File: src/rtl/pac_move_ctrl_pkg.sv
// Shared constants for Pacman / ghost movement logic.
//   DIR_*        one-hot direction code {L,U,R,D} = bits 3..0, as used by the sprite mapper
//   MAP_*_DEF    default maze geometry in tiles
//   START_*_DEF  default Pacman reset tile
//   move_state_t movement sequencer states
//   onehot4()    true when exactly one of four bits is set
package pac_move_ctrl_pkg;

  localparam int MAP_W_DEF   = 28;
  localparam int MAP_H_DEF   = 31;
  localparam int START_X_DEF = 13;
  localparam int START_Y_DEF = 23;

  localparam logic [3:0] DIR_L = 4'b1000;
  localparam logic [3:0] DIR_U = 4'b0100;
  localparam logic [3:0] DIR_R = 4'b0010;
  localparam logic [3:0] DIR_D = 4'b0001;

  typedef enum logic [1:0] {
    ST_IDLE   = 2'd0,
    ST_Q_TURN = 2'd1,
    ST_Q_FWD  = 2'd2,
    ST_STEP   = 2'd3
  } move_state_t;

  function automatic logic onehot4(input logic [3:0] v);
    return (v != 4'd0) && ((v & (v - 4'd1)) == 4'd0);
  endfunction

endpackage

File: src/rtl/pac_next_tile.sv
// Combinational neighbour-tile calculator.
//   x, y       current tile
//   dir        one-hot direction to look in
//   nx, ny     neighbouring tile (x wraps through the side tunnel)
//   edge_wall  1 when the neighbour would leave the maze vertically; nx/ny then
//              equal x/y. An invalid direction code is also reported as a wall
//              so nothing ever moves on a corrupt code.
module pac_next_tile
  import pac_move_ctrl_pkg::*;
#(
  parameter int MAP_W = MAP_W_DEF,
  parameter int MAP_H = MAP_H_DEF
) (
  input  logic [4:0] x,
  input  logic [4:0] y,
  input  logic [3:0] dir,
  output logic [4:0] nx,
  output logic [4:0] ny,
  output logic       edge_wall
);

  always_comb begin
    nx        = x;
    ny        = y;
    edge_wall = 1'b0;
    case (dir)
      DIR_L: nx = (x == 5'd0) ? 5'(MAP_W - 1) : x - 5'd1;
      DIR_R: nx = (x == 5'(MAP_W - 1)) ? 5'd0 : x + 5'd1;
      DIR_U: begin
        if (y == 5'd0) edge_wall = 1'b1;
        else           ny = y - 5'd1;
      end
      DIR_D: begin
        if (y == 5'(MAP_H - 1)) edge_wall = 1'b1;
        else                    ny = y + 5'd1;
      end
      default: edge_wall = 1'b1;
    endcase
  end

endmodule

File: src/rtl/pac_move_ctrl.sv
// Pacman tile-grid movement sequencer.
//   clk, rst_n            clock, synchronous active-low reset
//   move_tick             one-cycle step opportunity (dropped unless idle)
//   key_dir               joystick request, one-hot {L,U,R,D}
//   wall_req/x/y          wall lookup request and queried tile
//   wall_ack/wall_hit     lookup completion strobe and result (1 = wall)
//   tile_x/tile_y         current tile
//   direction             facing, one-hot {L,U,R,D}
//   moving                1 while the last step attempt succeeded
//   step_done             one-cycle pulse in the first cycle the new tile is visible
//
// state     | meaning
// ----------+----------------------------------------------------------
// ST_IDLE   | waiting for move_tick
// ST_Q_TURN | querying the neighbour in the latched turn direction
// ST_Q_FWD  | querying the neighbour in the current facing direction
// ST_STEP   | commit the target tile
module pac_move_ctrl
  import pac_move_ctrl_pkg::*;
#(
  parameter int MAP_W   = MAP_W_DEF,
  parameter int MAP_H   = MAP_H_DEF,
  parameter int START_X = START_X_DEF,
  parameter int START_Y = START_Y_DEF
) (
  input  logic       clk,
  input  logic       rst_n,
  input  logic       move_tick,
  input  logic [3:0] key_dir,
  output logic       wall_req,
  output logic [4:0] wall_x,
  output logic [4:0] wall_y,
  input  logic       wall_ack,
  input  logic       wall_hit,
  output logic [4:0] tile_x,
  output logic [4:0] tile_y,
  output logic [3:0] direction,
  output logic       moving,
  output logic       step_done
);

  move_state_t state, state_nxt;

  logic [3:0] pending;
  logic       pending_v;
  logic [3:0] turn_dir;   // snapshot of pending taken at tick, keeps the query address stable
  logic       ack_gap;    // forces wall_req low for one cycle after every accepted ack
  logic [3:0] query_dir;
  logic [4:0] nx, ny;
  logic       nbr_edge;
  logic       ack_ok;
  logic       blocked;

  // In ST_STEP the direction has already been updated by a successful turn,
  // so the same neighbour calculator yields the step target.
  assign query_dir = (state == ST_Q_TURN) ? turn_dir : direction;

  pac_next_tile #(
    .MAP_W (MAP_W),
    .MAP_H (MAP_H)
  ) u_next_tile (
    .x         (tile_x),
    .y         (tile_y),
    .dir       (query_dir),
    .nx        (nx),
    .ny        (ny),
    .edge_wall (nbr_edge)
  );

  assign ack_ok  = wall_req && wall_ack;
  // Vertical maze edge behaves like a wall hit without any lookup.
  assign blocked = nbr_edge || (ack_ok && wall_hit);

  always_ff @(posedge clk) begin
    if (!rst_n) state <= ST_IDLE;
    else        state <= state_nxt;
  end

  always_comb begin
    state_nxt = state;
    case (state)
      ST_IDLE: begin
        if (move_tick) begin
          if (pending_v && (pending != direction)) state_nxt = ST_Q_TURN;
          else                                     state_nxt = ST_Q_FWD;
        end
      end
      ST_Q_TURN: begin
        if (blocked)     state_nxt = ST_Q_FWD;
        else if (ack_ok) state_nxt = ST_STEP;
      end
      ST_Q_FWD: begin
        if (blocked)     state_nxt = ST_IDLE;
        else if (ack_ok) state_nxt = ST_STEP;
      end
      ST_STEP:  state_nxt = ST_IDLE;
      default:  state_nxt = ST_IDLE;
    endcase
  end

  always_comb begin
    wall_req = 1'b0;
    wall_x   = 5'd0;
    wall_y   = 5'd0;
    if (((state == ST_Q_TURN) || (state == ST_Q_FWD)) && !nbr_edge && !ack_gap) begin
      wall_req = 1'b1;
      wall_x   = nx;
      wall_y   = ny;
    end
  end

  // step_done is registered so it rises together with the new tile value.
  always_ff @(posedge clk) begin
    if (!rst_n) begin
      tile_x    <= 5'(START_X);
      tile_y    <= 5'(START_Y);
      direction <= DIR_L;
      moving    <= 1'b0;
      step_done <= 1'b0;
      pending   <= DIR_L;
      pending_v <= 1'b0;
      turn_dir  <= DIR_L;
      ack_gap   <= 1'b0;
    end else begin
      ack_gap   <= ack_ok;
      step_done <= (state == ST_STEP);

      if ((state == ST_IDLE) && move_tick) turn_dir <= pending;

      if ((state == ST_Q_TURN) && ack_ok && !wall_hit) direction <= turn_dir;

      if ((state == ST_Q_FWD) && blocked) moving <= 1'b0;

      if (state == ST_STEP) begin
        tile_x <= nx;
        tile_y <= ny;
        moving <= 1'b1;
      end

      // A fresh joystick press wins over any clearing in the same cycle.
      if (onehot4(key_dir)) begin
        pending   <= key_dir;
        pending_v <= 1'b1;
      end else if ((state == ST_Q_TURN) && ack_ok && !wall_hit) begin
        pending_v <= 1'b0;
      end else if (pending_v && (pending == direction)) begin
        pending_v <= 1'b0;
      end
    end
  end

endmodule

File: config.mk
export PLATFORM = sky130hd
export DESIGN_NAME = pac_move_ctrl
export DESIGN_NICKNAME = d
export VERILOG_FILES = /design/src/rtl/pac_move_ctrl_pkg.sv /design/src/rtl/pac_next_tile.sv /design/src/rtl/pac_move_ctrl.sv
export SDC_FILE = /design/constraint.sdc
export NUM_CORES = 1
export LEC_CHECK = 0
export CORE_ASPECT_RATIO = 0.75
export CORE_MARGIN = 10
export CORE_UTILIZATION = 50
export DETAILED_ROUTE_END_ITERATION = 12
export HOLD_SLACK_MARGIN = 0.02
export PLACE_DENSITY = 0.76
export SYNTH_ARGS = -nofsm -noshare
export SYNTH_HDL_FRONTEND = slang
export SYNTH_HIERARCHICAL = 1
export SYNTH_SLANG_ARGS = --single-unit
File: constraint.sdc
create_clock -name clk -period 12.6 [get_ports clk]
set_clock_uncertainty 0.2 [all_clocks]
set_input_delay 3.78 -clock clk [delete_from_list [all_inputs] [get_ports clk]]
set_output_delay 3.78 -clock clk [all_outputs]
set_load 0.02 [all_outputs]
Word level (Yosys, flattened, before mapping)
Index checks and enable logic that the tools add are counted.
{ "op_classes": {"reduce_logical": 24, "addsub": 5, "mux": 24, "n_eq_ne": 12, "n_bitwise": 1} }
{ "op_table": {"columns": ["operator", "count"], "rows": [
  ["5-bit 2-to-1 mux", 6],
  ["5-bit one-hot mux with 2 select lines", 2],
  ["1-bit logical AND", 11],
  ["5-bit by 1-bit adder with 5-bit output, second input constant", 2],
  ["5-bit equality test, second input constant", 2],
  ["5-bit logical NOT", 2],
  ["2-bit 2-to-1 mux", 5],
  ["5-bit by 1-bit subtractor with 5-bit output, second input constant", 2],
  ["1-bit 2-to-1 mux", 8],
  ["2-bit one-hot mux with 4 select lines", 1],
  ["4-bit AND", 1],
  ["2-bit equality test, second input constant", 2],
  ["4-bit by 1-bit equality test with 1-bit output, second input constant", 1],
  ["4-bit by 2-bit equality test with 1-bit output, second input constant", 1],
  ["4-bit by 3-bit equality test with 1-bit output, second input constant", 1],
  ["4-bit equality test", 1],
  ["4-bit equality test, second input constant", 1],
  ["4-bit logical NOT", 1],
  ["4-bit 2-to-1 mux", 1],
  ["4-bit inequality test", 1],
  ["4-bit nonzero test", 1],
  ["4-bit by 1-bit subtractor with 4-bit output, second input constant", 1],
  ["1-bit logical NOT", 3],
  ["1-bit one-hot mux with 3 select lines", 1],
  ["other kinds (7)", 8]
]} }
{ "totals": {"reg_bits": 28, "input_bits": 9, "output_inout_bits": 27, "elab_cells": 76} }

Logic depth before layout (Yosys ltp)
Gate-level depths: netlist of run 1.
{ "logic_depth": {"depth_word": 15, "depth_mapped": 11, "mapped_depth_nobuf": 9} }

Modules after synthesis
The synthesis of run 1 kept the hierarchy.
{ "by_module_without_submodules": {"columns": ["module", "seq_area_each_um2", "n_inst", "area_per_inst_um2", "cells_each"], "rows": [
  ["pac_move_ctrl", 560.5, 1, 1443.9, 156],
  ["pac_next_tile", 0.0, 1, 600.6, 85]
]} }

Worst setup path after synthesis of run 1
No wires, ideal clock.
{ "synth_path": {"kind": "reg2out", "start": "register state[1]", "end": "output wall_x[0]", "stages_incl_launch_ff": 11, "slack_ns": 5.736, "required_time_ns": 8.620, "n_path_buf": 2, "arrival_ns": 2.884, "cell_sequence": "dfxtp_1 > inv_1 > ha_1 > mux2_2 > buf_4 > or4b_1 > o32a_1 > o31ai_1 > nor3b_1 > clkbuf_1 > and2_1"} }
{ "synth_between": {"elab_chain_cells": 9, "elab_cells_between_ends": 15, "cone_classes": "eq/ne: 6; mux: 4; reduce/logical: 5"} }
{ "synth_rtl": {"columns": ["element", "line_no", "rtl"], "rows": [
  ["start, declared", "pac_move_ctrl.sv:42", "move_state_t state, state_nxt;"],
  ["start signal, assigned", "pac_move_ctrl.sv:76", "else state <= state_nxt;"],
  ["2-bit by 1-bit equality test with 1-bit output *", "pac_move_ctrl.sv:56", "assign query_dir = (state == ST_Q_TURN) ? turn_dir : direction;"],
  ["4-bit 2-to-1 mux *", "pac_move_ctrl.sv:56", null],
  ["named net query_dir[3]", "pac_move_ctrl.sv:48", "logic [3:0] query_dir;"],
  ["4-bit equality test or 4-bit by 2-bit equality test with 1-bit output (tied branches)", "pac_next_tile.sv:26", "case (dir)"],
  ["2-bit OR reduction (no line)", null, null],
  ["1-bit one-hot mux with 3 select lines *", "pac_next_tile.sv:26", null],
  ["named net nbr_edge", "pac_move_ctrl.sv:50", "logic nbr_edge;"],
  ["1-bit logical NOT *", "pac_move_ctrl.sv:105", "if (((state == ST_Q_TURN) || (state == ST_Q_FWD)) && !nbr_edge && !ack_gap) begin"],
  ["1-bit logical AND * (2 in series)", "pac_move_ctrl.sv:105", null],
  ["5-bit 2-to-1 mux *", "pac_move_ctrl.sv:105", null],
  ["end, declared", "pac_move_ctrl.sv:31", "output logic [4:0] wall_x,"]
]} }
Mark *: on every way through the listed nets, which the timed path passes. The rest lies on a longest branch.

Worst setup path after layout of run 1
{ "layout_path": {"start": "register state[1]", "end": "output wall_x[1]"} }
Same word-level chain as after synthesis.

==> results of run 1 <==
worst max path at each step:
stage | from | to | slack, ps
finish | state[1]$_SDFFE_PN0P_ | wall_x[1] | 4540
global placement | state[1]$_SDFFE_PN0P_ | wall_x[4] | 4950
global route | state[1]$_SDFFE_PN0P_ | wall_x[3] | 4150
detailed placement | state[1]$_SDFFE_PN0P_ | wall_x[1] | 4800
CTS | state[1]$_SDFFE_PN0P_ | wall_x[1] | 4480
floorplan | state[1]$_SDFFE_PN0P_ | wall_x[0] | 5740
cells in the final DEF, fill, tap and decap left out, types with 3 or more instances in the layout:
master,count
sky130_fd_sc_hd__inv_1,10
sky130_fd_sc_hd__mux2_2,4
sky130_fd_sc_hd__o21ai_0,11
sky130_fd_sc_hd__or4b_2,3
sky130_fd_sc_hd__xor2_1,6
sky130_fd_sc_hd__a31oi_1,3
sky130_fd_sc_hd__nor2b_1,10
sky130_fd_sc_hd__mux2i_1,14
sky130_fd_sc_hd__o211ai_1,3
sky130_fd_sc_hd__nand2_1,25
sky130_fd_sc_hd__nor3_1,8
sky130_fd_sc_hd__and2_1,11
sky130_fd_sc_hd__nand2b_1,3
sky130_fd_sc_hd__dfxtp_1,28
sky130_fd_sc_hd__a21oi_1,8
sky130_fd_sc_hd__a21boi_0,5
sky130_fd_sc_hd__clkbuf_8,4
sky130_fd_sc_hd__nand3b_1,4
sky130_fd_sc_hd__nor3b_1,3
sky130_fd_sc_hd__nor2_1,7
sky130_fd_sc_hd__clkdlybuf4s50_1,35
sky130_fd_sc_hd__ha_1,10
sky130_fd_sc_hd__nand3_1,14
stage by stage:
| step | power (uW) | std cells |
|---|---|---|
| after detailed placement | 172.0 | 318 |
| after global placement | 171.4 | 318 |
| final | 227.0 | 322 |
| after global routing | 239.0 | 322 |
| after CTS | 229.0 | 322 |
| after floorplan | 144.1 | 241 |
logic make-up (layout without fill, tap and decap cells):
group	after synthesis	count (layout)
compound gates	51	51
xor+xnor	8	8
simple gates	102	102
flops	28	28
mux	18	18
buf+inv	24	50
fa+ha+maj	10	10
where the power goes:
part           internal, uW  total [uW]  leakage (uW)  switching (uW)
clock network          28.0        57.1     0.0000288            29.1
logic                  34.4        74.0      0.000663            39.6
registers              92.0        95.9      0.000227            3.83
registers in the layout, indices dropped and copies added (netlist names):
register   count
pending        4
state          2
step_done      1
ack_gap        1
tile_y         5
moving         1
direction      4
pending_v      1
turn_dir       4
tile_x         5
per-layer routing:
| metal | GRT usage, % | vias to the layer above | share of wire (%) |
|---|---|---|---|
| met5 | 0 | - | 0 |
| met4 | 1.513 | 0 | 0.21 |
| met3 | 4.921 | 2 | 7.6 |
| met2 | 20.50 | 47 | 43 |
| met1 | 18.37 | 812 | 49 |
| li1 | - | 920 | - |
area by class of cell:
cell class | count | area (um2) | area share, %
multi-input combinational | 189 | 1356 | 55.76
clock buffer | 4 | 55.05 | 2.263
inverter | 11 | 41.29 | 1.698
timing repair buffer | 35 | 350.3 | 14.40
sequential | 28 | 560.5 | 23.05
tap | 55 | 68.82 | 2.829
worst max-delay path: stages (launching register included):
cell and delay (ps):
sky130_fd_sc_hd__dfxtp_1 370, sky130_fd_sc_hd__inv_1 140, sky130_fd_sc_hd__ha_1 310, sky130_fd_sc_hd__mux2_2 460
sky130_fd_sc_hd__nor4b_4 500, sky130_fd_sc_hd__o31ai_1 250, sky130_fd_sc_hd__nor3b_1 910, sky130_fd_sc_hd__and2_1 240
sky130_fd_sc_hd__clkdlybuf4s50_1 610
==> flow_summary.yaml, run 1 <==
status:
  status: "finished clean"
synth:
  synth_cells: 241
  postSynthNetCount: 260
  synth.top_cells.by_count: "sky130_fd_sc_hd__dfxtp_1, sky130_fd_sc_hd__nand2_1, sky130_fd_sc_hd__mux2i_1, sky130_fd_sc_hd__nand3_1"
  synth.most_common_cell: "sky130_fd_sc_hd__dfxtp_1"
  synth_compound_area_share_pct: 17.50
  postSynthRegisterBits: 28
  synth-edff-count: 0
  synth.top_cells.by_area: "sky130_fd_sc_hd__dfxtp_1, sky130_fd_sc_hd__mux2i_1, sky130_fd_sc_hd__ha_1"
  synth_simple_gate_area_share_pct: 30.23
  synth.yosys.seq_area_share_pct: 27.42
  ys_types: 60
  yosys_warnings: 6
  adder_cell_fraction_of_synth_area_pct: 6.120
  synth_top_flop_cell: "sky130_fd_sc_hd__dfxtp_1"
  synthMuxAreaShare_pct: 9.058
  yosys.area_share.xor_xnor_pct: 3.427
  dominant_combinational_cell_family_by_area_after_synthesis: "simple AND/OR/NAND/NOR gates"
  yosysTopAreaCell: "sky130_fd_sc_hd__dfxtp_1"
  synth_largest_type_area_fraction_pct: 27.42
  syn_area_per_cell_um2: 8.483
  syn-cell-area_um2: 2044
  ys_async_sr_fraction_pct: 0
cts:
  htree_num_levels: 1
  tritoncts: "built"
  hold_bufs_inserted_after_cts: 0
  number_of_buffers_added_by_the_clock_tree_synthesis_step: 3
  path_clk_slew_ps: 100
  numClockSinks: 28
  insertion_delay_ps: 270
  clock_path_buffers: 2
  post_cts_buffers: 0
  cts_resized: 0
  cts-root-buf: "sky130_fd_sc_hd__clkbuf_8"
floorplan:
  floorplan.die.width_um: 93.84
  coreArea_um2: 4004
  boundaryPins: 36
  die-area_um2: 7073
  num_rows: 20
  starting_density_of_the_core_pct: 51.06
  fp.dieH_um: 75.38
global_routing:
  grt_pass1_vias: 1591
  grt_antenna_before_repair: 0
  aggregate_global_route_resource_usage_pct: 13.51
  grt.overflow.total: 0
  grt_pass1_wl_um: 7921
  largest_net_degree_at_the_start_of_global_routing: 29
timing:
  maxClockFrequency_mhz: 124.0
  timing.final.hold_violations: 0
  final_period_minus_worst_setup_slack_ps: 8064
  tns_ps: 0
  fin_ws_ps: 4536
  final_max_slew_viol_count: 0
  setup_viol: 0
  rsz0062_at_grt: "no"
  final.period_utilization_pct: 64.00
  worst_slew_margin_rel_pct: 28.78
  tightest_slew_ps: 1066
  finalHoldWorstSlack_ps: 293.1
placed_design:
  io_buffers: 35
  detailed_place_hpwl_um: 3495
  placed_cell_area_um2: 2377
  pre_cts_ws_ps: 4802
  place_congestion: 0.8449
power_and_ir_drop:
  power_per_cell_area_nw_per_um2: 93.32
  p_leak_uw: 0.0009194
  irDropWorstVdd_v: 0.00008218
routing:
  drt-total-wl_um: 4675
  route.antenna.remaining_nets: 0
  drc_errors_left: 0
  detail_route.vias_per_cell: 5.531
  drt_first_pass_iters: 4
  detailedRoute.firstIterationViolations: 92
  routed-via-count: 1781
  wl_per_cell_um: 14.52
critical_path:
  timing.rr.start: "state[1]$_SDFFE_PN0P_"
  cp-end-kind: "output pin"
  cp_data_arrival_time_ps: 4080
  critPathLaunchType: "flip-flop"
  critPathMaxFanout: 11
  register_to_register_path_depth: 9
  worst-setup-path-type: "reg2out"
  regToRegEndpoint: "direction[3]$_SDFFE_PN1P_"
  ff2ff_setup_slack_ps: 9170
  cp.required_ps: 8620
finish:
  final_cell_area_um2: 2432
  antennaDiodeCount: 0
  final_net_count: 287
  num-fill-cells: 357
  drive_above_1_share_pct: 7.865
  layout.core_utilization_pct: 60.75
  syn_to_final_growth_pct: 18.97
hold_path:
  min_path_cells: 2
  hold_path_startpoint: "turn_dir[2]$_SDFFE_PN0P_"
  hold_path.class: "reg2reg"
  hold_path_end: "turn_dir[2]$_SDFFE_PN0P_"
run:
  max_cap_viol_count: 0
No activity file was read; power rests on OpenSTA's default activity.
==> run 2, diff against run 1 <==
clock period = 7.5 ns   (was 12.6 ns; I/O delays follow)
==> flow_summary.yaml, run 2 (synthesized netlist as in run 1, its figures left out) <==
finish:
  layout_common_cells: "sky130_fd_sc_hd__clkdlybuf4s50_1, sky130_fd_sc_hd__dfxtp_1, sky130_fd_sc_hd__nand2_1"
  final_net_count: 288
  final_cell_area_um2: 2426
  reg.largest.list: "tile_x (5), tile_y (5)"
  antennaDiodeCount: 0
  drive_above_1_share_pct: 7.865
  final_common_cell: "sky130_fd_sc_hd__clkdlybuf4s50_1"
  syn_to_final_growth_pct: 18.67
critical_path:
  regToRegEndpoint: "direction[3]$_SDFFE_PN1P_"
  crit_path_max_incr_delay_ps: 770
  setup.worst_path.start: "state[1]$_SDFFE_PN0P_"
  critPathMaxFanout: 11
  cp.required_ps: 5050
  critPathLaunchType: "flip-flop"
  cp-end-kind: "output pin"
  ff2ff_setup_slack_ps: 4150
  cp_data_arrival_time_ps: 3720
  worst-setup-path-type: "reg2out"
  path_cells: "inv_1, ha_1, mux2_2, or4b_2, o32a_1, o31ai_1, nor3b_1, buf_4, and2_1, clkdlybuf4s50_1"
  cpMaxStageDelayCell: "sky130_fd_sc_hd__or4b_2"
  register_to_register_path_depth: 9
  timing.rr.start: "state[1]$_SDFFE_PN0P_"
routing:
  detailedRoute.firstIterationViolations: 151
  drt-total-wl_um: 4671
  wl_per_cell_um: 14.51
  detail_route.vias_per_cell: 5.484
  drt_first_pass_iters: 4
  route.antenna.remaining_nets: 0
  drc_errors_left: 0
  routed-via-count: 1766
cts:
  number_of_buffers_added_by_the_clock_tree_synthesis_step: 3
  cts-root-buf: "sky130_fd_sc_hd__clkbuf_8"
  clock_path_buffers: 2
  htree_num_levels: 1
  post_cts_buffers: 0
  hold_bufs_inserted_after_cts: 0
  numClockSinks: 28
  insertion_delay_ps: 270
  tritoncts: "built"
  cts_resized: 0
  path_clk_slew_ps: 90
timing:
  rsz0062_at_grt: "no"
  worst_slew_margin_rel_pct: 36.96
  final.period_utilization_pct: 82.32
  maxClockFrequency_mhz: 162.0
  timing.final.hold_violations: 0
  tns_ps: 0
  final_period_minus_worst_setup_slack_ps: 6174
  setup_viol: 0
  final_max_slew_viol_count: 0
  finalHoldWorstSlack_ps: 301.8
  tightest_slew_ps: 932.4
hold_path:
  hold_path.class: "reg2reg"
  min_path_cells: 2
  hold_path_end: "turn_dir[3]$_SDFFE_PN1P_"
  hold_path_startpoint: "turn_dir[3]$_SDFFE_PN1P_"
status:
  status: "finished clean"
floorplan:
  fp.dieH_um: 75.38
  num_rows: 20
  starting_density_of_the_core_pct: 51.06
  coreArea_um2: 4004
  die-area_um2: 7073
  floorplan.die.width_um: 93.84
  boundaryPins: 36
global_routing:
  aggregate_global_route_resource_usage_pct: 13.21
  grt_pass1_wl_um: 7797
  grt_antenna_before_repair: 0
  grt_pass1_vias: 1561
  largest_net_degree_at_the_start_of_global_routing: 29
  grt.overflow.total: 0
placed_design:
  place_congestion: 0.8286
  io_buffers: 35
  placed_cell_area_um2: 2385
  detailed_place_hpwl_um: 3496
power_and_ir_drop:
  irDropWorstVdd_v: 0.0001236
  p_leak_uw: 0.0009173
  power_per_cell_area_nw_per_um2: 152.0
run:
  max_cap_viol_count: 0
==> run 2: cell types whose count changed in the layout (fill, tap and decap cells not counted) <==
cell	delta
sky130_fd_sc_hd__buf_4	+1
sky130_fd_sc_hd__clkbuf_8	-1
==> run 2: critical path, delay by kind of cell, from the launching register on <==
family	cells	cell delay (ps)
adders and majority gates	1	310
DFF	1	360
and+or+nand+nor	3	1050
AOI/OAI and AO/OA	2	400
buffers and inverters	3	850
muxes	1	480
==> run 2: routing by layer <==
metal  part of all wire, %  up-vias  GRT usage, %
li1                      -      920             -
met1                    52      800         18.74
met2                    40       44         18.97
met3                   7.2        2         4.232
met4                  0.51        0         2.521
met5                     0        -             0
==> run 2: area by class of cell <==
class | count | area, um2
repair buffers | 36 | 357.8
fillers | 353 | 1578
inverters | 11 | 41.29
clock buffers | 3 | 41.29
flip-flops and latches | 28 | 560.5
well taps | 55 | 68.82
multi-input cells | 189 | 1356
==> run 2: power by group <==
group	total, uW	internal (uW)	switching, uW
registers	161	155	6.07
logic	128	60.3	67.5
clock network	80.4	36.0	44.3
total	369	251	118
==> run 2: how the worst max path moves through the flow <==
| stage | end | slack, ps | cells after the start |
|---|---|---|---|
| finish | wall_x[3] | 1330 | 10 |
| global route | wall_y[2] | 1100 | 10 |
| CTS | wall_x[1] | 1300 | 10 |
| detailed placement | wall_x[2] | 1640 | 10 |
| global placement | wall_y[2] | 1730 | 10 |
| floorplan | wall_x[0] | 2170 | 10 |
==> run 2: metrics by stage <==
stage                     utilization, %  setup slack (ps)  total power, uW  std cells
after detailed placement           59.56              1638            292.1        319
final                              60.59              1326            368.9        322
after floorplan                        -              2166            242.1        241
after global routing               60.59              1103            391.2        322
after CTS                          60.59              1299            374.6        322
after global placement             59.56              1731            291.2        319
